File: src/rtl/sha3_pad_axis.sv
// SHA-3 multi-rate padder on a 16-bit AXI-Stream: appends the domain byte, zero fill
// and the closing 0x80 so the SHA core always receives whole rate blocks.
module sha3_pad_axis #(
  parameter int          WIDTH    = 16,
  parameter logic [7:0]  PAD_BYTE = 8'h06
) (
  input  logic             ACLK,
  input  logic             ARESETn,
  input  logic [WIDTH-1:0] S_TDATA,
  input  logic [1:0]       S_TKEEP,
  input  logic             S_TLAST,
  input  logic [1:0]       S_TUSER,
  input  logic             S_TVALID,
  output logic             S_TREADY,
  output logic [WIDTH-1:0] M_TDATA,
  output logic             M_TVALID,
  input  logic             M_TREADY,
  output logic             M_TLAST,
  output logic [1:0]       M_TUSER,
  output logic             M_BLKEND
);

  // state | meaning
  // IDLE  | between messages, next accepted word latches the hash mode
  // DATA  | passing message words through
  // PAD   | generating pad words until the rate block closes
  typedef enum logic [1:0] {IDLE, DATA, PAD} state_t;

  state_t     st, nxt_st;
  logic [6:0] wc;
  logic [1:0] mode, cur_mode;
  logic       pad_first, nxt_first;
  logic [6:0] rlast;
  logic       at_end, free, acc, ld, ld_last;
  logic [WIDTH-1:0] ld_data;

  function automatic logic [6:0] rate_last(input logic [1:0] m);
    case (m)
      2'd0:    rate_last = 7'd71;
      2'd1:    rate_last = 7'd67;
      2'd2:    rate_last = 7'd51;
      default: rate_last = 7'd35;
    endcase
  endfunction

  always_comb begin
    // the first word of a message is padded against the mode it carries itself
    cur_mode  = (st == IDLE) ? S_TUSER : mode;
    rlast     = rate_last(cur_mode);
    at_end    = (wc == rlast);
    free      = !M_TVALID || M_TREADY;
    S_TREADY  = ARESETn && (st != PAD) && free;
    acc       = S_TVALID && S_TREADY;
    ld        = 1'b0;
    ld_data   = '0;
    ld_last   = 1'b0;
    nxt_st    = st;
    nxt_first = pad_first;
    if (acc) begin
      nxt_st = DATA;
      if (S_TKEEP == 2'b11) begin
        ld      = 1'b1;
        ld_data = S_TDATA;
        if (S_TLAST) begin
          nxt_st    = PAD;
          nxt_first = 1'b1;
        end
      end else if (S_TKEEP == 2'b01) begin
        ld      = 1'b1;
        ld_data = S_TDATA;
        if (S_TLAST) begin
          ld_data   = {PAD_BYTE | (at_end ? 8'h80 : 8'h00), S_TDATA[7:0]};
          ld_last   = at_end;
          nxt_st    = at_end ? IDLE : PAD;
          nxt_first = 1'b0;
        end
      end else if (S_TLAST) begin
        nxt_st    = PAD;
        nxt_first = 1'b1;
      end
    end else if (st == PAD && free) begin
      ld        = 1'b1;
      ld_data   = {(at_end ? 8'h80 : 8'h00), (pad_first ? PAD_BYTE : 8'h00)};
      ld_last   = at_end;
      nxt_first = 1'b0;
      if (at_end) nxt_st = IDLE;
    end
  end

  always_ff @(posedge ACLK) begin
    if (!ARESETn) begin
      st        <= IDLE;
      wc        <= '0;
      mode      <= '0;
      pad_first <= 1'b0;
      M_TVALID  <= 1'b0;
      M_TDATA   <= '0;
      M_TLAST   <= 1'b0;
      M_BLKEND  <= 1'b0;
      M_TUSER   <= '0;
    end else begin
      st        <= nxt_st;
      pad_first <= nxt_first;
      if (acc && st == IDLE) mode <= S_TUSER;
      if (ld) begin
        M_TVALID <= 1'b1;
        M_TDATA  <= ld_data;
        M_TLAST  <= ld_last;
        M_BLKEND <= at_end;
        M_TUSER  <= cur_mode;
        wc       <= at_end ? 7'd0 : wc + 7'd1;
      end else if (M_TREADY) begin
        M_TVALID <= 1'b0;
      end
    end
  end

endmodule

File: config.mk
export PLATFORM = sky130hd
export DESIGN_NAME = sha3_pad_axis
export DESIGN_NICKNAME = d
export VERILOG_FILES = /design/src/rtl/sha3_pad_axis.sv
export SDC_FILE = /design/constraint.sdc
export NUM_CORES = 1
export LEC_CHECK = 0
export ABC_CLOCK_PERIOD_IN_PS = 3100
export CORE_MARGIN = 2
export CORE_UTILIZATION = 49
export DETAILED_ROUTE_END_ITERATION = 10
export PLACE_DENSITY_LB_ADDON = 0.05
export SLEW_MARGIN = 20
export SYNTH_ARGS = -nofsm -noshare
export SYNTH_HDL_FRONTEND = slang
export SYNTH_SLANG_ARGS = --single-unit
File: constraint.sdc
create_clock -name ACLK -period 3.1 [get_ports ACLK]
set_input_delay 0.93 -clock ACLK [delete_from_list [all_inputs] [get_ports ACLK]]
set_output_delay 0.93 -clock ACLK [all_outputs]
set_load 0.01 [all_outputs]
==> impl_metrics.py <==
metrics = {
    "run_status": {
        "status": "finished, violations left",
        "violations": "design-rule violations",
    },
    "sta": {
        "whs_ns": 0.463,
        "setup-violations-final": 0,
        "tightest_slew_ns": 0.434,
        "slew_violations": 0,
        "post-route-min-period_ns": 2.96,
        "slew_headroom_pct": 70.2,
        "fin_skew_ns": 0.0122,
        "max_freq_mhz": 338,
        "hold_viol": 0,
        "rsz0062_at_grt": "no",
        "fin_setup_tns_ns": 0,
        "period_share_pct": 95.4,
    },
    "die": {
        "rows": 19,
        "ios": 47,
        "floorplan.initialDensity_pct": 52.6,
        "coreArea_mm2": 0.00281,
        "die_h_um": 58.9,
        "die_w_um": 58.9,
        "die_area_mm2": 0.00347,
    },
    "power": {
        "switching_share_pct": 27.0,
        "p_leak_uw": 0.000784,
        "internal_power_uw": 608,
        "seq_power_share_pct": 54.6,
        "p_comb_share_pct": 20.0,
        "switching_power_uw": 225,
        "clkPwrFrac_pct": 25.4,
        "power_density_mw_per_mm2": 409,
        "peakVddDrop_uv": 279,
    },
    "finish": {
        "nets": 237,
        "layout_commonest_cell": "clkdlybuf4s50_1",
        "fin_cells": 241,
        "area_growth_pct": 38.1,
        "drive_gt1_share_pct": 11.4,
        "layout_common_cells": "clkdlybuf4s50_1, dfxtp_1, nor2_1",
        "final_util_pct": 72.6,
        "antenna_cells": 0,
    },
    "setup_path": {
        "path_delay_family": "buffers and inverters",
        "start_kind": "input port",
        "cp_num_buf_inv": 2,
        "max_stage_delay_ns": 0.46,
        "crit_path_max_fanout": 2,
        "cp_slowest_cell": "clkdlybuf4s50_1",
        "worstPathRequired_ns": 2.17,
        "rr_startpoint": "st[1]",
        "rr_worst_depth": 5,
        "path_cells": "clkdlybuf4s50_1 > and2b_1 > nor3_1 > dlygate4sd2_1",
        "worstSetupStartpoint": "M_TREADY",
        "timing.critical_path.to": "S_TREADY",
        "crit_arrival_ns": 2.03,
        "r2r_setup_slack_ns": 1.15,
        "path_depth": 4,
        "worstSetupEndpointType": "output pin",
        "regToRegEndpoint": "wc[6]",
        "path_class": "in -> out",
    },
    "yosys": {
        "yosys_warnings": 0,
        "synth_edf_count": 0,
        "synth_seq_cells": 33,
        "yosys.area.top_type": "dfxtp_1",
        "ys_types": 44,
        "synthCells": 158,
        "avgSynthCellArea_um2": 9.34,
        "yosys.area.top_type_share_pct": 44.8,
        "yosysSeqAreaShare_pct": 44.8,
        "synth_flop_cell": "dfxtp_1",
        "ys_top_cells_by_area": "dfxtp_1, a22oi_1, nor2_1",
        "synth_nets": 184,
        "syn_area_mm2": 0.00148,
        "synthArstFlopShare_pct": 0,
    },
    "hold_path": {
        "min_path_type": "reg -> reg",
        "min_from": "M_TDATA[9]",
    },
    "global_route": {
        "overflow": 0,
        "antenna_found_initial": 0,
        "grt_pass1_wl_mm": 6.15,
        "track_usage_pct": 23.0,
        "grt_max_degree": 26,
        "grt_pass1_vias": 1432,
    },
    "placement": {
        "hpwl_mm": 2.76,
        "io_buffers": 46,
        "dp.cells": 235,
        "place_congestion": 0.765,
    },
    "clocking": {
        "cts_root_buffer": "clkbuf_4",
        "htreeDepth": 2,
        "path_clk_slew_ns": 0.09,
        "clock_sinks": 33,
        "cts_buffer_depth": 2,
        "cts_made_buffers": 5,
        "cts_tree": "built",
        "clock_latency_ns": 0.32,
    },
    "detailed_routing": {
        "drc": 3,
        "wirelength_mm": 3.65,
        "drt_iter0_markers": 75,
        "viasPerCell": 5.81,
        "wl_per_cell_um": 15.1,
        "drtPass1Iterations": 7,
        "ant_nets": 0,
        "via_count": 1401,
    },
    "flow_run": {
        "cap_violations": 0,
    },
}
## sequential cells by signal, summed over array words and instances, names as in the netlist
register / cells
M_BLKEND: 1
pad_first: 1
M_TUSER: 2
M_TVALID: 1
st: 2
M_TDATA: 16
mode: 2
M_TLAST: 1
wc: 7
## through the flow
stage	setup slack, ns	total power [uW]	area (um^2)
after detailed placement	-0.164	632	2000
after floorplan	0.600	550	1480
after CTS	0.133	839	2040
after global placement	-0.152	626	2000
after global routing	0.0650	877	2040
final	0.143	833	2040
## metal layers
layer	global-route usage [%]	part of all wire, %	up-vias
met5	0	0	-
met4	7.47	0.88	0
met3	7.03	6.5	5
met2	39.0	51	43
met1	27.8	42	665
li1	-	-	688
## how the worst min path moves through the flow
stage	to	slack [ns]	depth (start not counted)
finish	M_TDATA[9]	0.46	2
global route	M_TDATA[10]	0.50	2
CTS	M_TDATA[9]	0.47	2
detailed placement	M_TDATA[9]	0.46	2
global placement	M_TDATA[10]	0.44	2
floorplan	M_TDATA[1]	0.47	2
## cell families after synthesis
| kind of cell | count (synthesis) | synth area share [%] |
|---|---|---|
| adder cells (fa/ha/maj) | 1 | 0.848 |
| XOR/XNOR | 3 | 1.78 |
| buffers and inverters | 10 | 2.88 |
| AND/OR/NAND/NOR | 64 | 23.9 |
| multiplexers | 6 | 5.17 |
| AO/OA/AOI/OAI | 41 | 20.6 |
| flip-flops | 33 | 44.8 |
## area by class of cell
class	instances	area, um^2
multi-input combinational	115	772
inverter	3	11.3
clock inverter	1	5.00
fill	234	768
sequential	33	661
clock buffer	5	37.5
tap	31	38.8
timing repair buffer	53	512
## power by group through the flow
stage                     Clock, uW  Combinational, uW  Sequential (uW)
final                           212                166              455
after global routing            237                182              458
after CTS                       217                167              455
after detailed placement          0                167              465
after global placement            0                163              464
after floorplan                   0               81.3              469
## synth_stat cells, types with 2 or more instances
master / n
a41o_1: 2
xnor2_1: 3
nand2_1: 12
mux2i_1: 4
nand4_1: 4
o211a_1: 2
a21oi_1: 5
a211oi_1: 2
o21ai_0: 6
buf_2: 4
and3_1: 3
nor3_1: 4
inv_1: 2
a22oi_1: 11
dfxtp_1: 33
nand2b_1: 3
a31oi_1: 4
nand3_1: 5
nor2b_1: 4
nor2_1: 19
clkbuf_1: 3
## what timing repair did
item,in CTS,in global routing
resized for setup,1,0
hold buffers,0,0
setup endpoints to repair,1,0
buffers inserted,0,0
## worst min-delay path: cells and delay by family (launching register included)
kind	cells	cell delay, ns
AOI/OAI and AO/OA	1	0.05
DFF	1	0.32
and+or+nand+nor	1	0.05
Note: power is estimated with default switching activity, not from simulation.
